[src/rtl/mem_arbiter_pkg.sv]
// Shared definitions for the instruction/data cache memory arbiter.
// Holds the FSM state encodings, the debug grant codes and the
// requester identifiers used by the round-robin picker.
package mem_arbiter_pkg;

  localparam logic [1:0] ST_IDLE    = 2'd0;
  localparam logic [1:0] ST_GRANT_I = 2'd1;
  localparam logic [1:0] ST_GRANT_D = 2'd2;

  localparam logic [1:0] GNT_NONE = 2'b00;
  localparam logic [1:0] GNT_I    = 2'b01;
  localparam logic [1:0] GNT_D    = 2'b10;

  // Encoding of the "last served" register.
  localparam logic REQ_I = 1'b0;
  localparam logic REQ_D = 1'b1;

endpackage

[src/rtl/mem_arbiter_rr_pick2.sv]
// Two-way round-robin picker for the memory arbiter.
// Ports:
//   req_i - icache is requesting
//   req_d - dcache is requesting
//   last  - requester served most recently (REQ_I / REQ_D)
//   pick  - winner: 0 = icache, 1 = dcache (meaningful only when a request is present)
module rr_pick2
  import mem_arbiter_pkg::*;
(
  input  logic req_i,
  input  logic req_d,
  input  logic last,
  output logic pick
);

  // dcache wins when it is alone, or on a tie when the icache was not the one
  // it should yield to (i.e. the dcache was not served last).
  assign pick = req_d & (~req_i | (last != REQ_D));

endmodule

[src/rtl/mem_arbiter.sv]
// Arbiter sharing one main memory between the icache and the dcache.
// One miss transaction at a time is accepted from each cache; the winner's
// command is latched and forwarded to memory, memory busywait/readdata are
// returned to the winner and the loser is stalled.
// Ports:
//   clock, reset (async, active-low)
//   i_read, i_address -> i_readdata, i_busywait           : icache side
//   d_read, d_write, d_address, d_writedata
//                     -> d_readdata, d_busywait           : dcache side
//   mem_read, mem_write, mem_address, mem_writedata
//                     <- mem_readdata, mem_busywait       : memory side
//   grant : debug, 00 none, 01 icache, 10 dcache
module mem_arbiter
  import mem_arbiter_pkg::*;
#(
  parameter int ADDR_W         = 6,
  parameter int DATA_W         = 32,
  parameter bit LOCK_DCACHE_WB = 1'b1
) (
  input  logic              clock,
  input  logic              reset,
  input  logic              i_read,
  input  logic [ADDR_W-1:0] i_address,
  output logic [DATA_W-1:0] i_readdata,
  output logic              i_busywait,
  input  logic              d_read,
  input  logic              d_write,
  input  logic [ADDR_W-1:0] d_address,
  input  logic [DATA_W-1:0] d_writedata,
  output logic [DATA_W-1:0] d_readdata,
  output logic              d_busywait,
  output logic              mem_read,
  output logic              mem_write,
  output logic [ADDR_W-1:0] mem_address,
  output logic [DATA_W-1:0] mem_writedata,
  input  logic [DATA_W-1:0] mem_readdata,
  input  logic              mem_busywait,
  output logic [1:0]        grant
);

  logic [1:0]        state;
  logic              last;
  logic              started;
  logic              cmd_read;
  logic              cmd_write;
  logic [ADDR_W-1:0] cmd_addr;
  logic [DATA_W-1:0] cmd_data;

  logic req_i;
  logic req_d;
  logic pick;
  logic gnt_i;
  logic gnt_d;
  logic hold;
  logic done;

  assign req_i = i_read;
  assign req_d = d_read | d_write;

  rr_pick2 u_pick (
    .req_i (req_i),
    .req_d (req_d),
    .last  (last),
    .pick  (pick)
  );

  assign gnt_i = (state == ST_GRANT_I);
  assign gnt_d = (state == ST_GRANT_D);

  // Gap cycle after a locked dcache writeback: dcache still owns the memory
  // but no command is latched until its refill read shows up.
  assign hold = gnt_d & ~cmd_read & ~cmd_write;

  // Memory must have gone busy at least once before a low busywait means
  // the transaction has finished.
  assign done = (gnt_i | gnt_d) & started & ~mem_busywait;

  assign mem_read      = cmd_read & ~done;
  assign mem_write     = cmd_write & ~done;
  assign mem_address   = cmd_addr;
  assign mem_writedata = cmd_data;

  assign grant = gnt_d ? GNT_D : (gnt_i ? GNT_I : GNT_NONE);

  assign i_readdata = gnt_i ? mem_readdata : '0;
  assign d_readdata = gnt_d ? mem_readdata : '0;

  // Busywaits are forced low while reset is asserted so both caches see a
  // quiet bus the moment reset is applied, even with requests still high.
  assign i_busywait = reset & (gnt_i ? ~done : req_i);
  assign d_busywait = reset & (gnt_d ? (hold ? req_d : ~done) : req_d);

  always_ff @(posedge clock or negedge reset) begin
    if (!reset) begin
      state     <= ST_IDLE;
      last      <= REQ_I;
      started   <= 1'b0;
      cmd_read  <= 1'b0;
      cmd_write <= 1'b0;
      cmd_addr  <= '0;
      cmd_data  <= '0;
    end else begin
      case (state)
        ST_IDLE: begin
          if (req_i | req_d) begin
            if (pick) begin
              state     <= ST_GRANT_D;
              cmd_write <= d_write;
              cmd_read  <= ~d_write;
              cmd_addr  <= d_address;
              cmd_data  <= d_write ? d_writedata : '0;
            end else begin
              state     <= ST_GRANT_I;
              cmd_write <= 1'b0;
              cmd_read  <= 1'b1;
              cmd_addr  <= i_address;
              cmd_data  <= '0;
            end
          end
        end
        ST_GRANT_I, ST_GRANT_D: begin
          if (hold) begin
            if (d_read) begin
              cmd_read <= 1'b1;
              cmd_addr <= d_address;
              cmd_data <= '0;
            end else begin
              state <= ST_IDLE;
            end
          end else begin
            if (mem_busywait) begin
              started <= 1'b1;
            end
            if (done) begin
              started   <= 1'b0;
              last      <= gnt_d ? REQ_D : REQ_I;
              cmd_read  <= 1'b0;
              cmd_write <= 1'b0;
              // A locked writeback keeps GRANT_D; clearing the command
              // above is what turns the next cycle into the hold gap.
              if (!(gnt_d && cmd_write && LOCK_DCACHE_WB)) begin
                state <= ST_IDLE;
              end
            end
          end
        end
        default: state <= ST_IDLE;
      endcase
    end
  end

endmodule

[config.mk]
export PLATFORM = sky130hd
export DESIGN_NAME = mem_arbiter
export DESIGN_NICKNAME = d
export VERILOG_FILES = /design/src/rtl/mem_arbiter_pkg.sv /design/src/rtl/mem_arbiter_rr_pick2.sv /design/src/rtl/mem_arbiter.sv
export SDC_FILE = /design/constraint.sdc
export NUM_CORES = 1
export LEC_CHECK = 0
export CORE_ASPECT_RATIO = 0.75
export CORE_MARGIN = 2
export CORE_UTILIZATION = 37
export CTS_CLUSTER_SIZE = 25
export DETAILED_ROUTE_END_ITERATION = 7
export MAX_ROUTING_LAYER = met4
export PLACE_DENSITY = 0.87
export REMOVE_ABC_BUFFERS = 1
export SYNTH_ARGS = -nofsm -noshare
export SYNTH_HDL_FRONTEND = slang
export SYNTH_SLANG_ARGS = --single-unit
[constraint.sdc]
create_clock -name clock -period 3.7 [get_ports clock]
set_input_delay 0.37 -clock clock [delete_from_list [all_inputs] [get_ports clock]]
set_output_delay 0.37 -clock clock [all_outputs]
set_load 0.01 [all_outputs]
* Yosys cells after proc, flatten, opt, wreduce, memory -nomap -nowiden
Cells that the tools add are included.
** Word-level totals
- Bits in read-only memories :: 0
- Output and inout bits :: 108
- Memories kept :: 0
- RAM bits :: 0
- Logic and storage cells :: 88
- Latch bits :: 0
- Register bits :: 44
- Input port bits :: 82
** Cells by class
- Reductions and logical operators :: 11
- Order comparisons :: 0
- Shift operators :: 0
- Bitwise logic cells :: 21
- Eq/ne operators :: 11
- Add/sub/neg operators :: 0
- Multipliers :: 0
- Multiplexer cells :: 38
- Div/mod/pow operators :: 0
** Operators with widths (count)
- 2-to-1 mux 32 bit :: 7
- case mux 32 bit (2 select lines) :: 1
- 2-to-1 mux 6 bit :: 4
- AND reduction 4 bit :: 4
- 2-to-1 mux 1 bit :: 15
- 2-to-1 mux 2 bit :: 7
- != test 3 bit (second input constant) :: 4
- case mux 6 bit (2 select lines) :: 1
- != test 2 bit (second input constant) :: 5
- bitwise AND 1 bit :: 9
- NOT 1 bit :: 8
- AND reduction 3 bit :: 2
- OR 1 bit :: 4
- case mux 1 bit (2 select lines) :: 2
- case mux 2 bit (2 select lines) :: 1
- nonzero test 2 bit :: 2
- equality test 2 x 1 -> 1 bit (second input constant) :: 1
- equality test 2 bit (second input constant) :: 1
- zero test 2 bit :: 1
- OR reduction 2 bit :: 1
- logical AND 1 bit :: 1

* Logic depth before layout (Yosys ltp)
- Word-level depth :: 8
- Gate-level depth with buffers :: 9
- Mapped depth without buffers :: 6

* By module
Synthesis repeated with hierarchy kept, for this count alone.
** Unflattened totals
- Cell total of the unflattened synthesis :: 285
- Area, all modules :: 2456.1 um2
** By module, submodules not included
- mem_arbiter :: sequential area each 1101.1 um2, cells an instance 284, instances 1, area each 2444.8 um2
- rr_pick2 :: sequential area each 0.0 um2, cells an instance 1, instances 1, area each 11.3 um2

* Worst setup path after synthesis
No wires, ideal clock.
- Path type :: reg2reg
- From :: reg state[0]
- To :: reg cmd_data[27] (netlist: mem_writedata[27])
- Setup time :: 0.132 ns
- Data required time :: 3.568 ns
- Arrival :: 1.615 ns
- Path slack :: 1.953 ns
- Period minus slack after synthesis :: 1.747 ns
- Path buffers :: 3
- Cell stages (with the launch flop) :: 9
- Cell sequence :: dfrtp_1 > inv_1 > ha_1 > buf_2 > a221o_1 > buf_6 > buf_6 > nand2_1 > o21ai_1
** On the way
- Cells in the longest elaborated chain, start to end :: 5
- Elaborated cells on any way between the ends :: 12
- Classes of those cells :: 5 x eq/ne; 1 x mux; 2 x bitwise; 4 x reduce/logical
** Ends and longest elaborated chain
- start, declared :: RTL line mem_arbiter.sv:41 : logic [1:0] state;
- start signal, assigned :: RTL line mem_arbiter.sv:95 : state <= ST_IDLE;
- start signal, assigned :: RTL line mem_arbiter.sv:107 : state <= ST_GRANT_D;
- start signal, assigned :: RTL line mem_arbiter.sv:113 : state <= ST_GRANT_I;
- equality test 2 bit :: RTL line mem_arbiter.sv:68, mem_arbiter.sv:103
- bitwise AND 1 bit (2 in series) :: RTL line mem_arbiter.sv:72 : assign hold = gnt_d & ~cmd_read & ~cmd_write;
- != test 2 bit (no source line)
- AND reduction 4 bit (no source line)
- end signal, assigned :: RTL line mem_arbiter.sv:111 : cmd_data <= d_write ? d_writedata : '0;
- end, declared :: RTL line mem_arbiter.sv:47 : logic [DATA_W-1:0] cmd_data;
Parallel ways exist; a longest one is shown, timed or not.
A chain may end at the register's enable or synchronous reset.

* Worst setup path after layout
- From :: reg state[1]
- To :: out i_busywait
** On the way
- Cells in the longest elaborated chain, start to end :: 7
- Elaborated cells on any way between the ends :: 8
- Classes of those cells :: 2 x eq/ne; 1 x mux; 5 x bitwise
** Ends and longest elaborated chain
- equality test 2 x 1 -> 1 bit or equality test 2 bit (tied branches) :: RTL line mem_arbiter.sv:67, mem_arbiter.sv:68
- OR 1 bit :: RTL line mem_arbiter.sv:76 : assign done = (gnt_i | gnt_d) & started & ~mem_busywait;
- bitwise AND 1 bit (2 in series) :: RTL line mem_arbiter.sv:76
- NOT 1 bit :: RTL line mem_arbiter.sv:90 : assign i_busywait = reset & (gnt_i ? ~done : req_i);
- 2-to-1 mux 1 bit * :: RTL line mem_arbiter.sv:90
- bitwise AND 1 bit * :: RTL line mem_arbiter.sv:90
- end, declared :: RTL line mem_arbiter.sv:25 : output logic i_busywait,
Every way passes the cells marked *; elsewhere a longest branch is shown, timed or not.

==> implementation parameters <==
Parameter                              Value

Clocking
  Root Buffer Master ... sky130_fd_sc_hd__clkbuf_8
  Clock buffer count from CTS ... 5
  Post-CTS clock slew at the launch and capture registers of the worst setup and hold paths ... about 90 ps
  CTS max path bufs ... 2
  Number of hold buffers added after CTS ... 0
  Postcts setup bufs ... 0
  Clk sinks ... between 40 and 50
  Gates resized, CTS repair ... 0
  Number of levels the H-tree was split into ... 2
  Insertion delay to the later sink of the worst-skew pair ... roughly 300 ps
  CTS tree ... yes

Pwr
  Clock group share of total power ... 9.5%
  Flop pwr share ... between 20 and 30%
  Combinational fraction of design power ... ~64%
  Internal power of the cells ... between 1.5 and 2 mW
  Worst IR Drop VDD ... 0.0004401 V
  Leak ... approximately 1.8 nW
  Power density cells ... 691.0 nW/um^2
  Sw Pwr ... 1.278 mW
  Switch share ... between 40 and 50%

Worst hold path
  Worst hold-check path type ... in2async

Routing
  Routed length per placed instance ... 14.68 um
  Routed wire length ... between 8 and 9 mm
  Antenna Nets Post-Route ... 0
  Via count of the routed design ... about 2600
  Remaining DRCs ... 0
  DRT Pass-1 Iters ... 4
  Number of vias per cell after detailed routing ... approximately 4.7
  Iteration-0 DRC count of the detailed router ... between 100 and 150

Global route
  Global-route wire length before repair ... 12.69 mm
  Aggregate global routing overflow ... 0
  Largest net degree at the start of global routing ... 45
  Total routing usage reported by global routing ... 22.40%
  Vias in the first global route ... approximately 2500
  Initial antenna violation count ... 0

Synthesis
  Commonest register cell after synthesis ... sky130_fd_sc_hd__dfrtp_1
  #FFs+latches synth ... 44
  Share of flip-flops with an asynchronous set or reset after synthesis ... 100.0%
  Synthesized area ... about 2500 um^2
  Warnings, synthesis ... 0
  Synth unique cells ... 31
  Number of standard cells after synthesis ... 295
  Mean cell area of the mapped netlist ... 8.462 um^2
  Fraction of the yosys area taken by sequential cells ... ~44%
  Post-synth EDFFs ... 0

Final layout
  Layout area overhead ... 79.55%
  Layout cell share with drive strength beyond 1 ... ~4.4%
  Final Instance Area ... ~4500 um^2
  Final Net Count ... between 500 and 600
  Diodes inserted ... 0

Setup path
  Worst EP required ... roughly 3300 ps
  Register-to-register path setup slack ... approximately 1500 ps
  Standard cell with the maximum stage delay on the critical path ... sky130_fd_sc_hd__ha_1
  Cells traversed along the worst timing path ... inv_1, ha_1, mux2i_1, nor2b_1, clkdlybuf4s50_1
  Worst stage delay on the critical path ... slightly below 700 ps
  Number of cells on the worst reg-to-reg path ... 7
  Max FO, Critical Path ... 33
  Arr. time, crit path ... approximately 2400 ps
  Total buffers and inverters traversed by the critical path ... 2
  Crit path capture type ... primary output
  Critical Path Source Type ... flip-flop
  Start-to-end type of the worst setup path ... reg2out
  FF-to-FF End ... mem_writedata[11]
  Worst R2R Start ... state[0]
  CP top delay family ... adder cells

STA
  Final Cycle Share ... 73.83%
  Crit path time final ... between 2000 and 3000 ps
  Hold Violations, Final ... 0
  Pin slew with the least headroom to its limit ... ~810 ps
  Unrepaired setup endpoints after global routing ... false
  Number of pins with negative max-slew slack in the final report ... 0
  Peak Freq ... between 0.3 and 0.4 GHz
  Sum Neg Setup Slack ... 0 ps
  Slew Limit Headroom ... a little under half
  Final worst clock skew ... about 12 ps
  Setup violators final ... 0

Floorplanning
  Row Count ... 25
  Die height ... between 70 and 80 um
  Starting density of the core ... between 30 and 40%
  Width of the chip ... slightly below 100 um
  Ports ... between 150 and 200
  Full die area ... approximately 7400 um^2
  Floorplan Core Area ... about 6400 um^2

Place
  Final HPWL from detailed placement ... around 6.5 mm
  Area post-placement ... ~4400 um^2
  Final GP Congestion ... ~0.80
  IO buf count ... 189

Job
  Max-cap violation count ... 0

Outcome
  Result of the run ... complete, no violations
-- Yosys cell counts, types with 3 or more instances --
cell type	number	area [um^2]
sky130_fd_sc_hd__ha_1	4	50.05
sky130_fd_sc_hd__buf_6	5	56.30
sky130_fd_sc_hd__dfrtp_1	44	1101
sky130_fd_sc_hd__inv_1	3	11.26
sky130_fd_sc_hd__clkbuf_1	13	48.80
sky130_fd_sc_hd__nand3_1	3	15.01
sky130_fd_sc_hd__mux2i_1	7	70.07
sky130_fd_sc_hd__a21oi_1	4	20.02
sky130_fd_sc_hd__and2_1	66	412.9
sky130_fd_sc_hd__nand2_1	75	281.5
sky130_fd_sc_hd__o21ai_0	5	25.02
sky130_fd_sc_hd__o21ai_1	36	180.2
sky130_fd_sc_hd__nor2_1	5	18.77
sky130_fd_sc_hd__mux2_2	3	33.78
-- area by class of cell --
| type | instances | area, um^2 |
|---|---|---|
| fill | 511 | 1931 |
| timing repair buffer | 194 | 1924 |
| multi-input combinational | 227 | 1262 |
| sequential | 44 | 1101 |
| tap | 81 | 101.3 |
| clock buffer | 5 | 68.82 |
| clock inverter | 2 | 12.51 |
| inverter | 3 | 11.26 |
-- routing by layer --
| layer | global-route usage [%] | vias up | routed length (um) |
|---|---|---|---|
| met5 | - | - | 0 |
| met4 | 3.805 | 0 | 53 |
| met3 | 5.014 | 6 | 391 |
| met2 | 38.06 | 86 | 4122 |
| met1 | 28.26 | 1217 | 3593 |
| li1 | - | 1313 | - |
-- state kept, by name (all words and copies together), names as in the netlist --
signal         cells
cmd_read           1
cmd_write          1
last               1
mem_address        6
mem_writedata     32
started            1
state              2
-- kinds of logic (layout without fill, tap and decap cells) --
family / Yosys count / in the layout / share of synthesized area (%)
adders and majority gates: 4 / 4 / 2.005
buffers and inverters: 24 / 204 / 5.363
and+or+nand+nor: 159 / 159 / 32.08
muxes: 10 / 10 / 4.160
DFF: 44 / 44 / 44.11
AOI/OAI and AO/OA: 54 / 54 / 12.28
-- power groups by stage --
stage                     registers [mW]  clock network [mW]  logic, mW
after floorplan                    0.897                   0      0.870
after CTS                          0.834               0.300       1.99
after detailed placement           0.834                   0       1.98
after global placement             0.828                   0       1.93
after global routing               0.866               0.322       2.15
final                              0.835               0.294       1.97
-- metrics by stage --
step           setup WS, ps  std cells  util (%)  hold slack, ps  power, mW
5_1_grt               718.2        556     69.89           259.6      3.335
3_3_place_gp           1354        549     68.62           462.1      2.755
6_report              968.3        556     69.89           214.7      3.097
3_5_place_dp           1286        549     68.62           478.4      2.818
2_1_floorplan         860.0        274         -           74.41      1.767
4_1_cts               958.2        556     69.89           226.5      3.120
-- worst reg2reg max path, cell delays in order, from the launching register on --
cell and delay, ps:
sky130_fd_sc_hd__dfrtp_1 410, sky130_fd_sc_hd__inv_1 110, sky130_fd_sc_hd__ha_1 470, sky130_fd_sc_hd__nand4bb_1 200
sky130_fd_sc_hd__a221o_2 390, sky130_fd_sc_hd__buf_4 260, sky130_fd_sc_hd__nand2_1 130, sky130_fd_sc_hd__o21ai_1 80
-- worst max path at each step --
stage	start	endpoint	depth (start not counted)
finish	state[1]	i_busywait	5
global route	state[1]	i_busywait	5
CTS	state[1]	i_busywait	5
detailed placement	state[1]	i_busywait	5
global placement	state[1]	i_busywait	5
floorplan	state[0]	mem_writedata[19]	6
-- cells in the final DEF (no fill, tap or decap), types with 2 or more instances in the layout --
master	Yosys	routed
sky130_fd_sc_hd__and2_1	66	66
sky130_fd_sc_hd__o211a_1	2	2
sky130_fd_sc_hd__buf_4	1	5
sky130_fd_sc_hd__clkdlybuf4s50_1	0	188
sky130_fd_sc_hd__nand2_1	75	75
sky130_fd_sc_hd__ha_1	4	4
sky130_fd_sc_hd__nand3b_1	2	2
sky130_fd_sc_hd__o21ai_0	5	5
sky130_fd_sc_hd__clkbuf_8	0	5
sky130_fd_sc_hd__nand3_1	3	3
sky130_fd_sc_hd__a21oi_1	4	4
sky130_fd_sc_hd__o21ai_1	36	36
sky130_fd_sc_hd__nor2b_1	2	2
sky130_fd_sc_hd__dfrtp_1	44	44
sky130_fd_sc_hd__mux2i_1	7	7
sky130_fd_sc_hd__o21ai_2	2	2
sky130_fd_sc_hd__mux2_2	3	3
sky130_fd_sc_hd__nor2_1	5	5
sky130_fd_sc_hd__inv_1	3	3
Note: power is estimated with default switching activity, not from simulation.
